===== src/rtl/pc_sequencer.sv =====
// Fetch-side controller: owns the PC, runs the imem request/ack handshake, hands instructions
// to decode over valid/ready, and selects the next PC from the resolved control-flow outcome.
module pc_sequencer #(
   parameter int unsigned   N        = 32,
   parameter logic [N-1:0]  RESET_PC = '0,
   parameter logic [N-1:0]  TRAP_VEC = N'('h100)
) (
   input  logic          clk,
   input  logic          rst,
   output logic          imem_req,
   output logic [N-1:0]  imem_addr,
   input  logic          imem_ack,
   input  logic [31:0]   imem_rdata,
   output logic          inst_valid,
   input  logic          inst_ready,
   output logic [31:0]   inst,
   output logic [N-1:0]  inst_pc,
   input  logic          redirect_valid,
   input  logic [1:0]    redirect_kind,
   input  logic          branch_taken,
   input  logic [N-1:0]  target_branch,
   input  logic [N-1:0]  target_jalr,
   input  logic          halt,
   input  logic          resume,
   output logic [N-1:0]  pc,
   output logic          pc_sel1,
   output logic [1:0]    pc_sel2,
   output logic [31:0]   instret
);

   typedef enum logic [1:0] {StIdle, StFetch, StIssue, StHalted} state_t;

   localparam logic [1:0] KindBranch = 2'b00;
   localparam logic [1:0] KindJal    = 2'b01;
   localparam logic [1:0] KindJalr   = 2'b10;
   localparam logic [1:0] KindTrap   = 2'b11;

   state_t        state_q, state_d;
   logic [N-1:0]  pc_q, pc_d;
   logic [N-1:0]  inst_pc_q, inst_pc_d;
   logic [31:0]   inst_q, inst_d;
   logic [31:0]   instret_q, instret_d;
   logic [2:0]    sel;

   always_ff @(posedge clk or posedge rst) begin
      if (rst) begin
         state_q   <= StIdle;
         pc_q      <= RESET_PC;
         inst_pc_q <= '0;
         inst_q    <= '0;
         instret_q <= '0;
      end else begin
         state_q   <= state_d;
         pc_q      <= pc_d;
         inst_pc_q <= inst_pc_d;
         inst_q    <= inst_d;
         instret_q <= instret_d;
      end
   end

   always_comb begin
      state_d   = state_q;
      pc_d      = pc_q;
      inst_pc_d = inst_pc_q;
      inst_d    = inst_q;
      instret_d = instret_q;
      sel       = 3'b000;
      unique case (state_q)
         StIdle: state_d = StFetch;
         StFetch: begin
            if (imem_ack) begin
               inst_d    = imem_rdata;
               inst_pc_d = pc_q;
               state_d   = StIssue;
            end
         end
         StIssue: begin
            if (inst_ready) begin
               instret_d = instret_q + 32'd1;
               if (redirect_valid && redirect_kind == KindTrap) begin
                  pc_d = TRAP_VEC;
                  sel  = 3'b001;
               end else if (redirect_valid && redirect_kind == KindJalr) begin
                  pc_d = {target_jalr[N-1:1], 1'b0};
                  sel  = 3'b110;
               end else if (redirect_valid && (redirect_kind == KindJal ||
                            (redirect_kind == KindBranch && branch_taken))) begin
                  pc_d = target_branch;
                  sel  = 3'b100;
               end else begin
                  pc_d = inst_pc_q + N'(4);
               end
               // Halt wins over resume on the accept cycle; resume is only seen in StHalted.
               state_d = halt ? StHalted : StFetch;
            end
         end
         StHalted: begin
            if (resume) state_d = StFetch;
         end
         default: state_d = StIdle;
      endcase
   end

   assign imem_req   = (state_q == StFetch);
   assign imem_addr  = pc_q;
   assign inst_valid = (state_q == StIssue);
   assign inst       = inst_q;
   assign inst_pc    = inst_pc_q;
   assign pc         = pc_q;
   assign instret    = instret_q;
   assign pc_sel1    = sel[0];
   assign pc_sel2    = sel[2:1];

endmodule


===== config.mk =====
export PLATFORM = sky130hd
export DESIGN_NAME = pc_sequencer
export DESIGN_NICKNAME = d
export VERILOG_FILES = /design/src/rtl/pc_sequencer.sv
export SDC_FILE = /design/constraint.sdc
export NUM_CORES = 1
export LEC_CHECK = 0
export ABC_AREA = 1
export BUFFER_PORTS_ARGS = -buffer_cell sky130_fd_sc_hd__buf_2
export CAP_MARGIN = 0
export CORE_ASPECT_RATIO = 1.25
export CORE_MARGIN = 2
export CORE_UTILIZATION = 51
export CTS_CLUSTER_DIAMETER = 120
export DETAILED_ROUTE_END_ITERATION = 7
export GPL_TIMING_DRIVEN = 0
export PLACE_DENSITY_LB_ADDON = 0.12
export REMOVE_ABC_BUFFERS = 1
export SETUP_SLACK_MARGIN = 0.4
export SLEW_MARGIN = 20
export SYNTH_ARGS = -nofsm -noshare
export SYNTH_HDL_FRONTEND = slang
export SYNTH_SLANG_ARGS = --single-unit

===== constraint.sdc =====
create_clock -name clk -period 11.8 [get_ports clk]
set_input_delay 1.18 -clock clk [delete_from_list [all_inputs] [get_ports clk]]
set_output_delay 1.18 -clock clk [all_outputs]
set_load 0.02 [all_outputs]

==> results.toml <==
[grt]
global_route.usage.met1_pct = 31.9
grt_max_degree = 97
use_met2_pct = 47.8
grt_use_total_pct = 26.9
grt_busiest_layer = "met2"
grt_overflow_total = 0
number_of_antenna_violations_at_the_first_check_in_global_routing = 2
grt_pass1_wl_um = 33400
global_route.usage.met3_pct = 5.30
vias_in_the_first_global_route = 6648

[min_path]
min_path_type = "register to register"

[layout]
layout.core_utilization_pct = 65.1
layout-drive-gt1-share_pct = 30.3
areaGrowthSynthToFinish_pct = 26.1
layout.nets = 1306
stdcell_area_sq_um = 9260
final-instance-count-excl-fill = 1386
fillCellCount = 1354

[place]
place.detailed.hpwl_um = 14700
place_inst = 1353
routabilityCongestion = 0.858
dpl-instance-area_sq_um = 8630
port-buffer-count = 269

[sta]
timing.final.setup_violations = 0
highest_clock_rate_mhz = 217
finalHoldViolations = 0
timing.max_slew.rel_slack_pct = 50.0
final.period_utilization_pct = 39.0
setup_tns_ps = 0
report.final.slew_viol_count = 0
grt_setup_unrepaired = "no"
skew_ps = 14.1
worstMarginPinSlew_ps = 749
timing.final.crit_period_ps = 4610

[route]
dr.first_iter.drc_count = 290
detail_route.wl_per_cell_um = 14.7
drt_wl_total_um = 20300
drc = 0
via_count = 6938
firstDrtPassIters = 4
postRouteAntennaNets = 0
routed_via_density = 5.01

[floorplan]
die_h_um = 138
design.die.area_sq_um = 15400
fp.coreArea_sq_um = 14200
row_count = 49
num_io_pins = 271
die_width_um = 111
initial_core_util_pct = 51.6

[critical_path]
worstPathCellList = "buf_2, nand2_4, clkinv_1, nand2_2, a21oi_1, buf_2"
crit_path_top_delay_cell = "nand2_2"
crit_path_frequent_cell = "buf_2"
cp.required_ps = 10620
path_max_fanout = 32
cp-start-kind = "input port"
critPathArrivalTime_ps = 3430
critical_path_class = "input port to primary output"
worst_setup_path_end_kind = "primary output"
max_stage_delay_ps = 760

[yosys]
synthDominantCellAreaShare_pct = 44.3
synth.distinct_cells = 35
synth.top_cells.by_area = "dfrtp_1, nand2_1, nor2_1, mux2_2, inv_1"
postSynthAreaPerCell_sq_um = 7.63
synth_top_cell_by_area = "dfrtp_1"
synth.yosys.seq_area_share_pct = 44.3
synth-warning-count = 0
synthCells = 963
synth_area_sq_um = 7340
postSynthRegisterBits = 130

[power]
cell_internal_pwr_mw = 1.35
worst_ir_drop_vdd_mv = 0.154
power-per-cell-area_nw_per_um2 = 259
power_leakage_nw = 5.08
switching_share_pct = 43.8
netSwitchingPower_mw = 1.05
finalPower_mw = 2.40
power.sequential.fraction_pct = 33.7
power.share.clock_pct = 23.3
comb_power_share_pct = 43.0

[clock_tree]
clock_tree_from_tritoncts = "done"
ctsHoldBuffers = 0
clk_root_buf = "clkbuf_16"
inserted_clock_buffers = 17
clock_sink_count = 130
worst_case_clock_buffer_depth = 2
path_clk_slew_ps = 60
clk-insertion-delay-late_ps = 420
cts_setup_buffers = 0
cts_repair_resize_count = 0
htree_levels = 4

[run]
max_cap_viols = 0

[outcome]
run_status = "finished clean"
==> layer usage <==
layer / part of all wire, % / up-vias
met5: 0.039 / -
met2: 52 / 190
met1: 40 / 3233
met4: 3.0 / 2
li1: - / 3470
met3: 5.0 / 43
==> synthesized netlist by cell type (all sizes together) <==
| cell type | number |
|---|---|
| nand2 | 302 |
| nor2 | 151 |
| dfrtp | 130 |
| inv | 91 |
| nand3 | 60 |
| buf | 49 |
| o21ai | 36 |
| mux2 | 34 |
| a21oi | 27 |
| xor2 | 19 |
| nor3 | 14 |
| clkbuf | 10 |
| nand4 | 10 |
| xnor2 | 8 |
| ha | 6 |
| o211ai | 6 |
| nand3b | 2 |
| o22ai | 2 |
| or2 | 2 |
| and3 | 1 |
| clkinv | 1 |
| mux2i | 1 |
| nor3b | 1 |
==> area by class of cell <==
class	instances	area, sq um	area share [%]
diodes	1	2.50	0.0270
clock buffers	19	443	4.78
clock inverters	13	185	2.00
inverters	92	353	3.81
multi-input cells	682	3400	36.7
flip-flops and latches	130	3250	35.1
well taps	178	223	2.40
repair buffers	271	1400	15.1
==> flip-flops by register name, summed over array words and instances, names as in the netlist <==
name	cells
imem_addr	32
inst	32
inst_pc	32
instret	32
state_q	2
==> stage by stage <==
| stage | setup slack (ps) | hold slack (ps) |
|---|---|---|
| after global placement | 5440 | 482 |
| after CTS | 6870 | 500 |
| after floorplan | 7150 | 567 |
| final | 7190 | 498 |
| after global routing | 7050 | 511 |
| after detailed placement | 6870 | 487 |
==> power by group through the flow <==
stage	Clock, mW	Combinational, mW	Sequential (mW)
after detailed placement	0	1.04	0.814
final	0.559	1.03	0.810
after floorplan	0	0.400	1.07
after global placement	0	1.03	0.808
after CTS	0.567	1.04	0.808
after global routing	0.584	1.13	0.840
==> logic make-up (layout without fill, tap and decap cells) <==
family                     after synthesis  after routing  share of synthesized area (%)
adders and majority gates                6              6                           1.02
AOI/OAI and AO/OA                       71             71                           5.08
muxes                                   35             35                           5.35
other                                    0              1                              0
buffers and inverters                  151            395                           9.61
xor gates and xnor gates                27             27                           3.22
DFF                                    130            130                           44.3
and+or+nand+nor                        543            543                           31.4
==> worst max-delay path: cells and delay by family <==
| kind | cells | cell delay (ps) |
|---|---|---|
| buffers and inverters | 3 | 990 |
| AOI/OAI and AO/OA | 1 | 80 |
| and+or+nand+nor | 2 | 1160 |
==> worst paths after layout <==
path,slack [ps],start,cells past startpoint,endpoint
setup reg to reg,8330,state_q[0],8,imem_addr[6]
hold reg to reg,500,inst[25],1,inst[25]
hold / removal,500,inst[25],1,inst[25]
min in group asynchronous,720,rst,2,inst[28]
max in group asynchronous,10310,rst,3,inst_pc[18]
setup / recovery,7190,inst_ready,6,pc_sel2[1]
==> cell usage in the layout (no fill, tap or decap), types with 2 or more instances in the layout <==
master and instances:
o211ai_1 6, clkinvlp_4 2, nand2_2 7, nor3_1 11, mux2_2 34, ha_1 6
nor2_4 4, bufinv_16 4, a21oi_1 27, clkinv_4 4, nor3_2 3, nor2_2 5
nand3_1 59, clkbuf_16 17, o22ai_1 2, xor2_1 19, nand2_4 5, clkinv_2 3
xnor2_1 8, buf_2 269, o21ai_1 2, nor2_1 140, nand3b_1 2, nand2_1 290
nand4_1 10, nor2_8 2, o21ai_0 34, dfrtp_1 130, buf_16 2, inv_1 89
Note: power is estimated with default switching activity, not from simulation.
